$ cat src/rtl/hazard_pkg.sv
// Shared types for the pipeline hazard controller: forwarding selects, miss FSM states,
// and the forwarding-select helper used for both ALU operands.
package hazard_pkg;

  typedef enum logic [1:0] {
    FWD_RF  = 2'b00,
    FWD_WB  = 2'b01,
    FWD_MEM = 2'b10
  } fwd_sel_t;

  typedef enum logic [1:0] {
    S_RUN,
    S_MISS,
    S_FAULT
  } miss_state_t;

  localparam logic [4:0] REG_ZERO = 5'd0;

  // MEM result is newer than WB, so it wins; x0 is hardwired and never forwarded.
  function automatic fwd_sel_t fwd_sel(input logic       regwrite_m,
                                       input logic [4:0] rd_m,
                                       input logic       regwrite_w,
                                       input logic [4:0] rd_w,
                                       input logic [4:0] rs);
    if (regwrite_m && (rd_m != REG_ZERO) && (rd_m == rs))
      return FWD_MEM;
    else if (regwrite_w && (rd_w != REG_ZERO) && (rd_w == rs))
      return FWD_WB;
    else
      return FWD_RF;
  endfunction

endpackage

$ cat src/rtl/hazard_ctrl_sat_counter.sv
// Saturating up-counter: increments on inc, holds at all-ones, synchronous active-high reset.
module sat_counter #(
  parameter int WIDTH = 16
) (
  input  logic             clk,
  input  logic             rst,
  input  logic             inc,
  output logic [WIDTH-1:0] count
);

  always_ff @(posedge clk) begin
    if (rst)
      count <= '0;
    else if (inc && (count != '1))
      count <= count + WIDTH'(1);
  end

endmodule

$ cat src/rtl/hazard_ctrl.sv
// Pipeline hazard controller: EX forwarding, load-use stall, branch redirect flush,
// D-cache miss freeze with timeout fault, and saturating stall/flush perf counters.
module hazard_ctrl
  import hazard_pkg::*;
#(
  parameter int MISS_TIMEOUT = 64,
  parameter int CNT_WIDTH    = 16
) (
  input  logic                 clk,
  input  logic                 rst,
  input  logic [4:0]           rs1D,
  input  logic [4:0]           rs2D,
  input  logic [4:0]           rs1E,
  input  logic [4:0]           rs2E,
  input  logic [4:0]           rdE,
  input  logic [4:0]           rdM,
  input  logic [4:0]           rdW,
  input  logic                 memreadE,
  input  logic                 regwriteM,
  input  logic                 regwriteW,
  input  logic                 pcsrcE,
  input  logic                 cachemissM,
  input  logic                 cachereadyM,
  output logic [1:0]           forwardAE,
  output logic [1:0]           forwardBE,
  output logic                 stallF,
  output logic                 stallD,
  output logic                 stallE,
  output logic                 stallM,
  output logic                 flushD,
  output logic                 flushE,
  output logic                 flushW,
  output logic                 missfault,
  output logic [CNT_WIDTH-1:0] stallcnt,
  output logic [CNT_WIDTH-1:0] flushcnt
);

  localparam int TW = (MISS_TIMEOUT > 1) ? $clog2(MISS_TIMEOUT) : 1;

  miss_state_t     r_state;
  logic [TW-1:0]   r_timer;
  logic            r_missfault;

  logic            w_lwstall;
  logic            w_freeze;
  logic            w_redirect;
  fwd_sel_t        w_fwd_a;
  fwd_sel_t        w_fwd_b;

  assign w_fwd_a = fwd_sel(regwriteM, rdM, regwriteW, rdW, rs1E);
  assign w_fwd_b = fwd_sel(regwriteM, rdM, regwriteW, rdW, rs2E);

  assign w_lwstall = memreadE && (rdE != REG_ZERO) && ((rdE == rs1D) || (rdE == rs2D));

  // Ready in the same cycle as the miss (or while in S_MISS) releases the freeze immediately.
  always_comb begin
    w_freeze = 1'b0;
    unique case (r_state)
      S_RUN:   w_freeze = cachemissM && !cachereadyM;
      S_MISS:  w_freeze = !cachereadyM;
      S_FAULT: w_freeze = 1'b1;
      default: w_freeze = 1'b0;
    endcase
  end

  assign w_redirect = !rst && !w_freeze && pcsrcE;

  // Priority: reset > freeze > redirect > load-use stall.
  always_comb begin
    forwardAE = FWD_RF;
    forwardBE = FWD_RF;
    stallF    = 1'b0;
    stallD    = 1'b0;
    stallE    = 1'b0;
    stallM    = 1'b0;
    flushD    = 1'b0;
    flushE    = 1'b0;
    flushW    = 1'b0;
    if (rst) begin
      flushD = 1'b1;
      flushE = 1'b1;
      flushW = 1'b1;
    end else begin
      forwardAE = w_fwd_a;
      forwardBE = w_fwd_b;
      if (w_freeze) begin
        stallF = 1'b1;
        stallD = 1'b1;
        stallE = 1'b1;
        stallM = 1'b1;
        flushW = 1'b1;
      end else if (pcsrcE) begin
        flushD = 1'b1;
        flushE = 1'b1;
      end else if (w_lwstall) begin
        stallF = 1'b1;
        stallD = 1'b1;
        flushE = 1'b1;
      end
    end
  end

  always_ff @(posedge clk) begin
    if (rst) begin
      r_state     <= S_RUN;
      r_timer     <= '0;
      r_missfault <= 1'b0;
    end else begin
      unique case (r_state)
        S_RUN: begin
          if (cachemissM && !cachereadyM) begin
            r_state <= S_MISS;
            r_timer <= '0;
          end
        end
        S_MISS: begin
          if (cachereadyM) begin
            r_state <= S_RUN;
          end else if (r_timer == TW'(MISS_TIMEOUT - 1)) begin
            r_state     <= S_FAULT;
            r_missfault <= 1'b1;
          end else begin
            r_timer <= r_timer + TW'(1);
          end
        end
        S_FAULT: r_missfault <= 1'b1;
        default: r_state <= S_RUN;
      endcase
    end
  end

  assign missfault = r_missfault;

  sat_counter #(.WIDTH(CNT_WIDTH)) u_stallcnt (
    .clk   (clk),
    .rst   (rst),
    .inc   (stallF),
    .count (stallcnt)
  );

  sat_counter #(.WIDTH(CNT_WIDTH)) u_flushcnt (
    .clk   (clk),
    .rst   (rst),
    .inc   (w_redirect),
    .count (flushcnt)
  );

endmodule

$ cat config.mk
export PLATFORM = sky130hd
export DESIGN_NAME = hazard_ctrl
export DESIGN_NICKNAME = d
export VERILOG_FILES = /design/src/rtl/hazard_pkg.sv /design/src/rtl/hazard_ctrl_sat_counter.sv /design/src/rtl/hazard_ctrl.sv
export SDC_FILE = /design/constraint.sdc
export NUM_CORES = 1
export LEC_CHECK = 0
export CORE_MARGIN = 3
export CORE_UTILIZATION = 50
export CTS_CLUSTER_DIAMETER = 120
export DETAILED_ROUTE_END_ITERATION = 6
export GPL_TIMING_DRIVEN = 0
export PLACE_DENSITY = 0.86
export SLEW_MARGIN = 20
export SYNTH_ARGS = -nofsm -noshare
export SYNTH_HDL_FRONTEND = slang
export SYNTH_HIERARCHICAL = 1
export SYNTH_SLANG_ARGS = --single-unit
$ cat constraint.sdc
create_clock -name clk -period 8.5 [get_ports clk]
set_clock_uncertainty 0.2 [all_clocks]
set_input_delay 1.7 -clock clk [delete_from_list [all_inputs] [get_ports clk]]
set_output_delay 1.7 -clock clk [all_outputs]
set_load 0.01 [all_outputs]
==> impl_metrics.py, run 1 <==
metrics = {
    "logic_synthesis": {
        "synth-main-ff-cell": "dfxtp_1",
        "synth_cell_type_count": 42,
        "syn_nets": 364,
        "synth_async_sr_flop_share_pct": 0,
        "yosys-top-cells-area": "dfxtp_1 (31%), xor2_1 (6.0%), xnor2_1 (5.4%)",
        "synth_area_leader_cell": "dfxtp_1",
        "syn_area_um2": 2610,
        "synth_top_family_by_area": "simple AND/OR/NAND/NOR gates",
        "seq_area_frac_synth_pct": 31.5,
        "synth_edf_count": 0,
        "syn_area_per_cell_um2": 8.20,
        "yosys.area.top_type_share_pct": 31.5,
        "synth_compound_area_share_pct": 16.0,
        "synth-adder-area-share_pct": 1.44,
        "yosys_register_bits": 41,
        "synth-simple-area-share_pct": 34.4,
        "synth_xor_area_share_pct": 11.4,
        "ys.warnings.count": 6,
        "synth_mux_area_share_pct": 1.63,
        "yosysMostFrequentCell": "dfxtp_1",
        "postSynthCellCount": 318,
        "synth_commonest_cells": "dfxtp_1 (41), a21oi_1 (26), nor2_1 (19)",
    },
    "timing": {
        "tightest_slew_ns": 0.701,
        "relSlewSlack_pct": 52.7,
        "rsz0062_at_grt": "false",
        "fin_ws_ns": 2.43,
        "hold_slack_ns": 0.266,
        "setup_viol": 0,
        "period_minus_slack_ns": 6.07,
        "fmax_mhz": 165,
        "slew_violations": 0,
        "timing.setup.tns_ns": 0,
        "min_period_over_period_pct": 71.4,
        "hold_viol": 0,
    },
    "clocking": {
        "clk_transition_reported_paths_ns": 0.08,
        "ctsResizeCount": 0,
        "cts_made_buffers": 5,
        "cts_tree": "yes",
        "cts_setup_buffers": 0,
        "clk_path_buf_depth": 2,
        "htree_levels": 2,
        "hold_buffers": 0,
        "clk_latency_ns": 0.29,
        "clkSinkCount": 41,
        "clockRootBuffer": "clkbuf_8",
    },
    "drt": {
        "detail-route-antenna-nets": 0,
        "wire_per_inst_um": 15.2,
        "remaining_drc_errors": 0,
        "viasPerCell": 5.91,
        "num_vias": 2830,
        "wirelength_um": 7300,
        "dr.first_iter.drc_count": 186,
        "first_pass_iters": 5,
    },
    "global_route": {
        "grt_max_degree": 14,
        "antenna_found_initial": 0,
        "grt_pass1_vias": 2645,
        "overflow": 0,
        "grt_pass1_wl_um": 12100,
        "track_usage_pct": 24.3,
    },
    "floorplan": {
        "placementRows": 25,
        "start_util_pct": 53.4,
        "core_um2": 4880,
        "die_w_um": 78.2,
        "boundaryPins": 87,
        "dieArea_um2": 6110,
        "die_y_um": 78.2,
    },
    "cells_and_area": {
        "multiInputGateArea_um2": 1700,
        "area_growth_pct": 41.1,
        "n_antenna_cell": 0,
        "finish.instance_area_um2": 3680,
        "nNetsFinal": 457,
        "n_fill_cell": 390,
        "seq_area_um2": 821,
        "drive_above_1_share_pct": 6.07,
    },
    "outcome": {
        "status": "complete, no violations",
    },
    "critical_path": {
        "required_ns": 6.60,
        "crit_arrival_ns": 4.17,
        "reg2reg_slack_ns": 5.51,
        "timing.rr.start": "r_state[1]",
        "reg2reg_to": "u_stallcnt/count[9]",
        "setup.worst_path.end_class": "output pin",
        "rr_worst_depth": 9,
        "timing.critical_path.fanout_max": 9,
        "path_class": "input pin to output pin",
        "cp-start-kind": "input pin",
    },
    "placement": {
        "port-buffer-count": 86,
        "hpwl_um": 5610,
        "pre_cts_ws_ns": 2.13,
        "gp_congestion": 0.887,
        "post_dp_cell_area_um2": 3550,
    },
    "power_and_ir_drop": {
        "p_leak_nw": 1.20,
        "vdd_drop_max_v": 0.0000850,
        "p_total_uw": 423,
        "power_density_nw_per_um2": 115,
    },
    "min_path": {
        "min-delay-start": "missfault",
        "hold_class": "flip-flop to flip-flop",
        "hold_end": "missfault",
        "hold_depth": 2,
    },
    "run": {
        "cap_violations": 0,
    },
}
[cell type report]
class | count | area share [%]
Clock buffer | 6 | 2.24
Multi-Input combinational cell | 255 | 46.2
Clock inverter | 2 | 1.02
Buffer | 13 | 1.63
Sequential cell | 41 | 22.3
Inverter | 9 | 0.918
Tap cell | 67 | 2.28
Timing Repair Buffer | 86 | 23.4
[how the worst max path moves through the flow]
| stage | from | to | slack, ns | cells past startpoint |
|---|---|---|---|---|
| 6_report | cachereadyM | stallF | 2.43 | 8 |
| 5_1_grt | cachereadyM | stallF | 2.22 | 8 |
| 4_1_cts | cachereadyM | stallF | 2.09 | 8 |
| 3_5_place_dp | cachereadyM | stallF | 2.13 | 8 |
| 3_3_place_gp | cachereadyM | stallF | 2.15 | 8 |
| 2_1_floorplan | cachereadyM | stallF | 3.30 | 6 |
[cell usage in the layout (no fill, tap or decap), types with 14 or more instances in the layout]
cell type / synthesis / routed
dfxtp_1: 41 / 41
a21oi_1: 26 / 26
o21ai_0: 15 / 15
clkdlybuf4s50_1: 0 / 86
nand2_1: 17 / 17
nor3_1: 18 / 18
xnor2_1: 16 / 16
nor2_1: 19 / 19
nand3_1: 17 / 17
o31ai_1: 14 / 14
or4_1: 18 / 18
xor2_1: 18 / 18
[critical path, stage by stage]
cell and delay, ns:
clkdlybuf4s50_1 0.45, nor2_1 0.13, o21ai_0 0.18, a31oi_1 0.27
inv_1 0.10, o32ai_2 0.60, buf_4 0.21, clkdlybuf4s50_1 0.52
[through the flow]
step	std cells	util [%]
global placement	471	72.8
detailed placement	471	72.8
finish	479	75.4
CTS	479	75.2
global route	479	75.4
floorplan	318	-
[where the power goes]
part           switching [mW]  total [mW]  internal [mW]
clock network          0.0689       0.164         0.0955
logic                  0.0287      0.0638         0.0351
registers             0.00147       0.195          0.193
[layer usage]
layer  track usage, %  part of all wire, %
met4             7.87                  1.7
met3             4.36                  7.1
met1             31.2                   41
met2             41.3                   50
met5                0                    0
[state kept, by name, indices dropped and copies added (netlist names)]
register,cells
u_flushcnt/count,16
u_stallcnt/count,16
r_timer,6
r_state,2
missfault,1
[kinds of logic after synthesis]
group,count (synthesis)
buf+inv,22
flops,41
mux,4
compound gates,69
fa+ha+maj,3
simple gates,145
xor+xnor,34
No activity file was read; power rests on OpenSTA's default activity.
==> run 2, diff against run 1 <==
--- a/config.mk
+++ b/config.mk
@@ -6,11 +6,11 @@
 export NUM_CORES = 1
 export LEC_CHECK = 0
 export CORE_MARGIN = 3
-export CORE_UTILIZATION = 50
+export CORE_UTILIZATION = 42
 export CTS_CLUSTER_DIAMETER = 120
 export DETAILED_ROUTE_END_ITERATION = 6
 export GPL_TIMING_DRIVEN = 0
-export PLACE_DENSITY = 0.86
+export PLACE_DENSITY = 0.77
 export SLEW_MARGIN = 20
 export SYNTH_ARGS = -nofsm -noshare
 export SYNTH_HDL_FRONTEND = slang
==> constraint.sdc (replaced) <==
create_clock -name clk -period 4.9 [get_ports clk]
set_clock_uncertainty 0.2 [all_clocks]
set_input_delay 0.98 -clock clk [delete_from_list [all_inputs] [get_ports clk]]
set_output_delay 0.98 -clock clk [all_outputs]
set_load 0.01 [all_outputs]
==> run 2 against run 1 <==
Register-to-register slack worse by 3.6 ns. Sequential share of layout area is 0.17 points higher. Largest power group unchanged. Power is 56% higher. Clock power is 30% higher. Die area is 18% higher. Design area is 0.75% lower. Final cell count is 1.7% higher. Global-route usage is 5.0 points lower. First-iteration DRC count is 42% lower. Worst hold slack worse by 0.021 ns.
==> impl_metrics.py, run 2 (synthesized netlist as in run 1, its figures left out) <==
metrics = {
    "outcome": {
        "status": "complete, no violations",
    },
    "critical_path": {
        "max_stage_delay_ns": 0.67,
        "required_ns": 3.72,
        "crit_path_frequent_cell": "clkdlybuf4s50_1",
        "reg2reg_to": "u_stallcnt/count[15]",
        "crit_chain": "clkdlybuf4s50_1 > nor2_1 > o21ai_0 > a31oi_1 > inv_1 > o32ai_2 > buf_4 > clkdlybuf4s50_1",
        "crit_path_top_delay_cell": "o32ai_2",
        "cp-start-kind": "input pin",
        "path_class": "input pin to output pin",
        "timing.rr.start": "r_state[1]",
        "rr_worst_depth": 9,
        "setup.worst_path.end_class": "output pin",
        "reg2reg_slack_ns": 1.95,
        "timing.critical_path.fanout_max": 9,
        "critPathCapture": "stallF",
        "crit_arrival_ns": 3.43,
        "startpoint": "cachereadyM",
    },
    "floorplan": {
        "core_um2": 5960,
        "dieArea_um2": 7190,
        "start_util_pct": 43.8,
        "boundaryPins": 87,
        "die_w_um": 84.8,
        "placementRows": 28,
        "die_y_um": 84.8,
    },
    "clocking": {
        "cts_setup_buffers": 0,
        "clk_latency_ns": 0.29,
        "clk_transition_reported_paths_ns": 0.08,
        "htree_levels": 2,
        "clockRootBuffer": "clkbuf_8",
        "clkSinkCount": 41,
        "ctsResizeCount": 0,
        "clk_path_buf_depth": 2,
        "cts_tree": "yes",
        "cts_made_buffers": 5,
        "hold_buffers": 0,
    },
    "power_and_ir_drop": {
        "p_leak_nw": 1.19,
        "vdd_drop_max_v": 0.0000938,
        "power_density_nw_per_um2": 181,
    },
    "timing": {
        "relSlewSlack_pct": 51.5,
        "period_minus_slack_ns": 4.61,
        "slew_violations": 0,
        "rsz0062_at_grt": "false",
        "fmax_mhz": 217,
        "tightest_slew_ns": 0.727,
        "setup_viol": 0,
        "hold_viol": 0,
        "timing.setup.tns_ns": 0,
        "min_period_over_period_pct": 94.0,
    },
    "global_route": {
        "grt_pass1_vias": 2645,
        "antenna_found_initial": 0,
        "grt_max_degree": 13,
        "grt_pass1_wl_um": 11600,
        "overflow": 0,
        "track_usage_pct": 19.3,
    },
    "cells_and_area": {
        "final_cell_mix": "clkdlybuf4s50_1 (86), dfxtp_1 (41), a21oi_1 (26)",
        "layout.cells.non_filler": 487,
        "area_growth_pct": 40.1,
        "drive_above_1_share_pct": 5.83,
        "final_common_cell": "clkdlybuf4s50_1",
        "n_antenna_cell": 0,
        "largestRegisters": "u_flushcnt/count x16, u_stallcnt/count x16, r_timer x6",
        "nNetsFinal": 457,
    },
    "placement": {
        "hpwl_um": 5430,
        "gp_congestion": 0.870,
        "port-buffer-count": 86,
        "dpl.cell_count": 479,
    },
    "drt": {
        "first_pass_iters": 4,
        "viasPerCell": 5.67,
        "wire_per_inst_um": 14.3,
        "dr.first_iter.drc_count": 107,
        "num_vias": 2763,
        "wirelength_um": 6940,
        "detail-route-antenna-nets": 0,
        "remaining_drc_errors": 0,
    },
    "run": {
        "cap_violations": 0,
    },
    "min_path": {
        "hold_class": "flip-flop to flip-flop",
        "hold_depth": 2,
    },
}
-- run 2: cell types whose count changed in the layout (fill, tap and decap cells not counted) --
cell | previous run | this run
bufinv_16 | 1 | 0
clkbuf_1 | 6 | 7
clkinv_2 | 0 | 2
clkinvlp_4 | 1 | 0
clkbuf_8 | 6 | 5
-- run 2: where the power goes --
| group | switching (mW) | internal [mW] |
|---|---|---|
| Sequential | 0.00279 | 0.335 |
| Clock | 0.115 | 0.0988 |
| Combinational | 0.0487 | 0.0609 |
-- run 2: layer usage --
metal / share of wire [%] / global-route usage (%) / up-vias / routed length, um
met5: 0 / 0 / - / 0
met4: 1.2 / 6.62 / 0 / 84
met3: 9.6 / 6.97 / 8 / 668
met2: 49 / 33.4 / 110 / 3370
met1: 41 / 21.8 / 1263 / 2820
li1: - / - / 1382 / -
-- run 2: area by class of cell --
cell class / count / area, um2
plain buffers: 13 / 60.1
clock buffers: 6 / 72.6
clock inverters: 2 / 10.0
fillers: 573 / 2300
inverters: 9 / 33.8
multi-input cells: 255 / 1700
flip-flops and latches: 41 / 821
well taps: 75 / 93.8
repair buffers: 86 / 861
-- run 2: critical path, delay by kind of cell --
kind	cells	cell delay, ns
buffers and inverters	4	1.27
and+or+nand+nor	1	0.12
AOI/OAI and AO/OA	3	1.05
-- run 2: metrics by stage --
| step | util [%] | cell area (um2) | total power, mW | setup WS, ns | hold WS, ns |
|---|---|---|---|---|---|
| 5_1_grt | 61.3 | 3650 | 0.696 | 0.0803 | 0.286 |
| 4_1_cts | 61.3 | 3650 | 0.670 | 0.266 | 0.252 |
| 3_3_place_gp | 59.8 | 3560 | 0.452 | -0.0701 | 0.237 |
| 6_report | 61.3 | 3650 | 0.661 | 0.292 | 0.245 |
| 2_1_floorplan | - | 2610 | 0.391 | 1.14 | 0.262 |
| 3_5_place_dp | 59.9 | 3570 | 0.456 | 0.272 | 0.240 |
-- run 2: worst min path at each step --
| stage | start | end | slack, ns |
|---|---|---|---|
| after floorplan | r_timer[1] | r_timer[1] | 0.26 |
| after global placement | missfault | missfault | 0.24 |
| after detailed placement | missfault | missfault | 0.24 |
| after CTS | missfault | missfault | 0.25 |
| after global routing | missfault | missfault | 0.29 |
| final | missfault | missfault | 0.24 |
